`config.mk`:
```
export PLATFORM = sky130hd
export DESIGN_NAME = spi_xfer_sequencer
export DESIGN_NICKNAME = d
export VERILOG_FILES = /design/src/rtl/spi_pkg.sv /design/src/rtl/spi_sync_fifo.sv /design/src/rtl/spi_xfer_sequencer.sv
export SDC_FILE = /design/constraint.sdc
export NUM_CORES = 1
export LEC_CHECK = 0
export ABC_AREA = 1
export BUFFER_PORTS_ARGS = -buffer_cell sky130_fd_sc_hd__buf_2
export CAP_MARGIN = 20
export CORE_UTILIZATION = 43
export CTS_CLUSTER_DIAMETER = 200
export DETAILED_ROUTE_END_ITERATION = 16
export PLACE_DENSITY = 0.64
export SLEW_MARGIN = 5
export SYNTH_ARGS = -nofsm -noshare
export SYNTH_HDL_FRONTEND = slang
export SYNTH_HIERARCHICAL = 1
export SYNTH_SLANG_ARGS = --single-unit
```
`constraint.sdc`:
```
create_clock -name clk -period 2.9 [get_ports clk]
set_input_delay 0.145 -clock clk [delete_from_list [all_inputs] [get_ports clk]]
set_output_delay 0.145 -clock clk [all_outputs]
set_load 0.05 [all_outputs]
```
`src/rtl/spi_pkg.sv`:
```
// Shared types for the SPI transfer sequencer.
// Latency: n/a (types and constants only).
// Backpressure: n/a.
package spi_pkg;

    localparam int SPI_BYTE_W = 8;

    typedef enum logic [2:0] {
        S_SYNC,
        S_IDLE,
        S_WAIT_TX,
        S_START,
        S_WAIT_LOW,
        S_WAIT_HIGH,
        S_DONE
    } seq_state_t;

endpackage

```
`src/rtl/spi_sync_fifo.sv`:
```
// Single-clock FIFO holding bytes received from the SPI engine.
// Latency: a push is visible at the head on the next cycle; the head is combinational from storage.
// Backpressure: push is dropped when full unless a pop frees a slot in the same cycle; pop when empty is ignored.
// Ports: clk/rst, push + push_dat, pop, pop_dat (head, 0 when empty), full, empty, count (occupancy).
module spi_sync_fifo #(
    parameter int WIDTH = 8,
    parameter int DEPTH = 4
) (
    input  logic                       clk,
    input  logic                       rst,
    input  logic                       push,
    input  logic [WIDTH-1:0]           push_dat,
    input  logic                       pop,
    output logic [WIDTH-1:0]           pop_dat,
    output logic                       full,
    output logic                       empty,
    output logic [$clog2(DEPTH):0]     count
);

    localparam int AW = $clog2(DEPTH);
    localparam logic [AW:0] FULL_CNT = (AW + 1)'(DEPTH);

    logic [WIDTH-1:0] mem [DEPTH];
    logic [AW:0]      wr_ptr;
    logic [AW:0]      rd_ptr;
    logic             do_push;
    logic             do_pop;

    // Pointers carry one extra wrap bit so full and empty are distinguishable.
    assign count   = wr_ptr - rd_ptr;
    assign full    = (count == FULL_CNT);
    assign empty   = (count == '0);
    assign do_pop  = pop && !empty;
    assign do_push = push && (!full || do_pop);
    assign pop_dat = empty ? '0 : mem[rd_ptr[AW-1:0]];

    always_ff @(posedge clk or posedge rst) begin
        if (rst) begin
            wr_ptr <= '0;
            rd_ptr <= '0;
        end else begin
            if (do_push) wr_ptr <= wr_ptr + 1'b1;
            if (do_pop)  rd_ptr <= rd_ptr + 1'b1;
        end
    end

    always_ff @(posedge clk) begin
        if (do_push) mem[wr_ptr[AW-1:0]] <= push_dat;
    end

endmodule

```
`src/rtl/spi_xfer_sequencer.sv`:
```
// Splits a multi-byte command into single-byte SPI engine starts and collects RX bytes into a FIFO.
// Latency: tx byte taken 1 cycle after tx_valid seen in S_WAIT_TX, eng_start the cycle after; RX push when eng_en returns high.
// Backpressure: no byte is started unless the RX FIFO has a free slot; RX read through rx_valid/rx_ready.
// Ports: cmd_valid/cmd_ready/cmd_len command; tx_data/tx_valid/tx_ready byte stream; rx_data/rx_valid/rx_ready
//   received bytes; busy, xfer_done, xfer_err status; eng_data_in/eng_start/eng_en/eng_data_out engine side.
module spi_xfer_sequencer
    import spi_pkg::*;
#(
    parameter int LEN_W    = 8,
    parameter int RX_DEPTH = 4,
    parameter int TIMEOUT  = 1024
) (
    input  logic                  clk,
    input  logic                  rst,
    input  logic                  cmd_valid,
    output logic                  cmd_ready,
    input  logic [LEN_W-1:0]      cmd_len,
    input  logic [SPI_BYTE_W-1:0] tx_data,
    input  logic                  tx_valid,
    output logic                  tx_ready,
    output logic [SPI_BYTE_W-1:0] rx_data,
    output logic                  rx_valid,
    input  logic                  rx_ready,
    output logic                  busy,
    output logic                  xfer_done,
    output logic                  xfer_err,
    output logic [SPI_BYTE_W-1:0] eng_data_in,
    output logic                  eng_start,
    input  logic                  eng_en,
    input  logic [SPI_BYTE_W-1:0] eng_data_out
);

    localparam int CNT_W = $clog2(RX_DEPTH) + 1;
    localparam int WD_W  = (TIMEOUT > 1) ? $clog2(TIMEOUT) : 1;
    localparam logic [WD_W-1:0]  WD_LAST = WD_W'(TIMEOUT - 1);
    localparam logic [CNT_W-1:0] RX_CAP  = CNT_W'(RX_DEPTH);

    seq_state_t       state;
    seq_state_t       state_nxt;
    logic [LEN_W-1:0] remaining;
    logic [WD_W-1:0]  wd_cnt;
    logic             in_wait;
    logic             wd_expire;
    logic             cmd_take;

    logic             rx_push;
    logic             rx_pop;
    logic             rx_full;
    logic             rx_empty;
    logic [CNT_W-1:0] rx_count;
    logic             rx_has_slot;

    assign cmd_ready = (state == S_IDLE);
    assign tx_ready  = (state == S_START);
    assign busy      = (state != S_IDLE);
    assign cmd_take  = (state == S_IDLE) && cmd_valid;

    assign in_wait   = (state == S_WAIT_LOW) || (state == S_WAIT_HIGH);
    assign wd_expire = in_wait && (wd_cnt == WD_LAST);

    assign rx_valid    = !rx_empty;
    assign rx_pop      = rx_ready && !rx_empty;
    // Only one byte is ever in flight, so a slot reserved here cannot be taken before the push.
    assign rx_has_slot = (rx_count != RX_CAP) || rx_pop;

    always_ff @(posedge clk or posedge rst) begin
        if (rst) state <= S_SYNC;
        else     state <= state_nxt;
    end

    always_comb begin
        state_nxt = state;
        rx_push   = 1'b0;
        case (state)
            S_SYNC:      if (eng_en) state_nxt = S_IDLE;
            S_IDLE:      if (cmd_valid) state_nxt = (cmd_len == '0) ? S_DONE : S_WAIT_TX;
            S_WAIT_TX:   if (tx_valid && rx_has_slot) state_nxt = S_START;
            S_START:     state_nxt = S_WAIT_LOW;
            S_WAIT_LOW: begin
                if (wd_expire)    state_nxt = S_SYNC;
                else if (!eng_en) state_nxt = S_WAIT_HIGH;
            end
            S_WAIT_HIGH: begin
                if (wd_expire) begin
                    state_nxt = S_SYNC;
                end else if (eng_en) begin
                    rx_push   = 1'b1;
                    state_nxt = (remaining <= LEN_W'(1)) ? S_DONE : S_WAIT_TX;
                end
            end
            S_DONE:      state_nxt = S_IDLE;
            default:     state_nxt = S_SYNC;
        endcase
    end

    always_ff @(posedge clk or posedge rst) begin
        if (rst) begin
            remaining   <= '0;
            wd_cnt      <= '0;
            eng_start   <= 1'b0;
            eng_data_in <= '0;
            xfer_done   <= 1'b0;
            xfer_err    <= 1'b0;
        end else begin
            eng_start <= (state == S_START);
            xfer_done <= (state == S_DONE) || wd_expire;
            xfer_err  <= wd_expire;

            if (state == S_START) eng_data_in <= tx_data;

            // Decrement guarded at zero so a stray push can never wrap the count.
            if (cmd_take)
                remaining <= cmd_len;
            else if (rx_push && (remaining != '0))
                remaining <= remaining - 1'b1;

            // Counter runs only while waiting on the engine; any other state clears it.
            if (in_wait) wd_cnt <= wd_cnt + 1'b1;
            else         wd_cnt <= '0;
        end
    end

    spi_sync_fifo #(
        .WIDTH (SPI_BYTE_W),
        .DEPTH (RX_DEPTH)
    ) u_rx_fifo (
        .clk      (clk),
        .rst      (rst),
        .push     (rx_push),
        .push_dat (eng_data_out),
        .pop      (rx_pop),
        .pop_dat  (rx_data),
        .full     (rx_full),
        .empty    (rx_empty),
        .count    (rx_count)
    );

    assert property (@(posedge clk) disable iff (rst) !(rx_push && rx_full && !rx_pop));

endmodule

```
==> summary.md <==
| Metric | Value |
|---|---|
| CP startpoint kind | flip-flop |
| Non-filler instance count after layout | slightly below 600 |
| Area Growth Syn to Fin | 19.0% |
| Root Buffer | clkbuf_8 |
| Worst-Skew Late Latency | 0.35 ns |
| Post-DP HPWL | about 5.5 mm |
| Vias in the first global route | around 2700 |
| Overflow after GRT | 0 |
| Critical path class | reg -> reg |
| Share of layout cells above drive strength 1 | 21.9% |
| I/O pin cnt | 53 |
| Period Utilization, post-route | 92.0% |
| Clock slew at reported path FFs | 0.09 ns |
| Outcome | finished, final reports clean |
| Fill cells | 734 |
| Leakage power | 2.08 nW |
| CTS max path bufs | 2 |
| CTS tree | done |
| Rows | 32 |
| CP Launch Point | u_rx_fifo/wr_ptr[0] |
| Peak Freq | 375 MHz |
| H-tree levels | 3 |
| Wirelength per Cell | approximately 13 um |
| Final Max Tran Viols | 0 |
| Syn. warnings | 6 |
| Hold WS | ~0.038 ns |
| Nature of the critical path endpoint | flip-flop |
| Hold Vio Cnt, Final | 0 |
| Post-route ant nets | 0 |
| Unrepaired setup endpoints after global routing | false |
| Fin crit period | roughly 2.7 ns |
| Final RePlAce weighted congestion | 0.797 |
| Core area | 7890 um2 |
| Pre-Repair DR Iteration Count | 4 |
| Post-Syn Area per Cell | around 9 um2 |
| Port bufs | 52 |
| Detailed-route via count | 2862 |
| R2R Path Start | u_rx_fifo/wr_ptr[0] |
| Layout Nets | 520 |
| Gate Count Post-Synth | 407 |
| Die area | 8690 um2 |
| Peak supply drop | approximately 0.60 mV |
| Syn_nets | 447 |
| Width of the die | 93.2 um |
| Worst Path Required | 2.96 ns |
| Initial Util | a little under half |
| Setup-failing EPs final | 0 |
| Vias per std cell | 4.88 |
| Pin count of the biggest net entering global routing | 33 |
| CTS Buf Count | 9 |
| Ant. Diodes | 0 |
| All-Layer GR Usage | between 10% and 20% |
| DRC viols | 0 |
| P per Cell Area | roughly 1100 nW/um2 |
| Worst Hold Class | in -> reg |
| Hold path startpoint | eng_data_out[6] |
| CP Max Fanout | 10 |
| Tightest Pin Transition | around 0.42 ns |
| Initial antenna violation count | 0 |
| Drt total wl | around 7.7 mm |
| First-pass GRT wire length | between 10 and 15 mm |
| Max-Cap Viols | 0 |
| Max_slew headroom | 72.2% |
| Die Y | 93.2 um |
| Placed cell count | 561 |
| TritonCTS Sinks | 70 |
| Critical path arrival | 2.72 ns |
| 1st-iter DRT viols | 148 |
| Post-Synthesis Cell Area | 3580 um2 |
| Clk_skew | 0.0128 ns |
critical path, cell delays in order, from the launching register on:
cell      delay (ns)
dfrtp_1         0.39
inv_1           0.14
ha_1            0.19
fa_1            0.43
nand2_1         0.08
inv_1           0.09
nand3_4         0.17
inv_2           0.04
inv_1           0.06
nand2_1         0.06
inv_1           0.11
clkinv_1        0.11
nand3_4         0.12
nand2_4         0.08
nor2_1          0.13
buf_4           0.18
power by group:
group	internal [mW]	total (mW)	switching, mW	leakage, nW
logic	0.747	2.68	1.93	1.21
clock network	0.328	0.754	0.426	0.0892
registers	1.22	1.40	0.176	0.783
placed cells by master (no fill, tap or decap), types with 2 or more instances in the layout:
cell type	count
nand3_4	3
clkbuf_8	9
nand3_1	25
xor2_1	3
o21ai_0	24
clkinvlp_4	2
dlygate4sd3_1	9
nand2_4	6
nor2_1	60
a21oi_1	5
ha_1	9
nor2_4	2
buf_4	8
inv_6	4
dfrtp_1	38
buf_2	52
nand2_2	5
o31ai_1	2
o21ai_1	12
clkinv_1	2
nor3_1	6
nand2_1	104
xnor2_1	2
inv_1	42
edfxtp_1	32
inv_2	8
per-stage QoR:
| step | total power [mW] | util (%) | setup WS [ns] | setup TNS, ns | instance area (um2) |
|---|---|---|---|---|---|
| floorplan | 3.54 | - | -0.141 | -4.52 | 3580 |
| global placement | 4.04 | 50.4 | 0.311 | 0 | 3980 |
| detailed placement | 4.08 | 50.4 | 0.210 | 0 | 3980 |
| CTS | 4.85 | 53.9 | 0.172 | 0 | 4250 |
| global route | 5.21 | 54.0 | 0.0218 | 0 | 4260 |
| finish | 4.83 | 54.0 | 0.232 | 0 | 4260 |
state kept, by name, summed over array words and instances (netlist names):
signal,cells
u_rx_fifo/mem,32
wd_cnt,10
eng_data_in,8
remaining,8
state,3
u_rx_fifo/rd_ptr,3
u_rx_fifo/wr_ptr,3
eng_start,1
xfer_done,1
xfer_err,1
what timing repair did:
item | 4_1_cts | 5_1_grt
resized for setup | 0 | 0
endpoints found under the hold margin | 46 | 0
setup endpoints to repair | 0 | 32
buffers inserted | 0 | 1
hold buffers | 9 | 0
path summary, 6_finish.rpt:
| path | slack, ns | end | depth (start not counted) |
|---|---|---|---|
| setup / recovery | 0.23 | u_rx_fifo/mem[0][4] | 15 |
| hold / removal | 0.04 | u_rx_fifo/mem[2][6] | 1 |
| setup reg to reg | 0.23 | u_rx_fifo/mem[0][4] | 15 |
| hold reg to reg | 0.46 | wd_cnt[0] | 1 |
| max in group asynchronous | 2.15 | wd_cnt[4] | 4 |
| min in group asynchronous | 0.28 | u_rx_fifo/wr_ptr[1] | 3 |
cell type report:
type | count | area [um2] | share of cell area (%)
sequential | 70 | 1910 | 44.9
multi-input combinational | 277 | 1430 | 33.4
clock inverter | 7 | 61.3 | 1.44
tap | 102 | 128 | 2.99
timing repair buffer | 69 | 410 | 9.63
inverter | 53 | 201 | 4.73
clock buffer | 9 | 124 | 2.91
layer usage:
metal  GRT usage (%)  vias to the layer above  wire length [um]
li1                -                     1446                 -
met1            26.9                     1331              3690
met2            30.8                       76              3600
met3            3.50                        9               339
met4            8.46                        0               101
met5               0                        -                 0
Power figures use the tool's default switching activity.
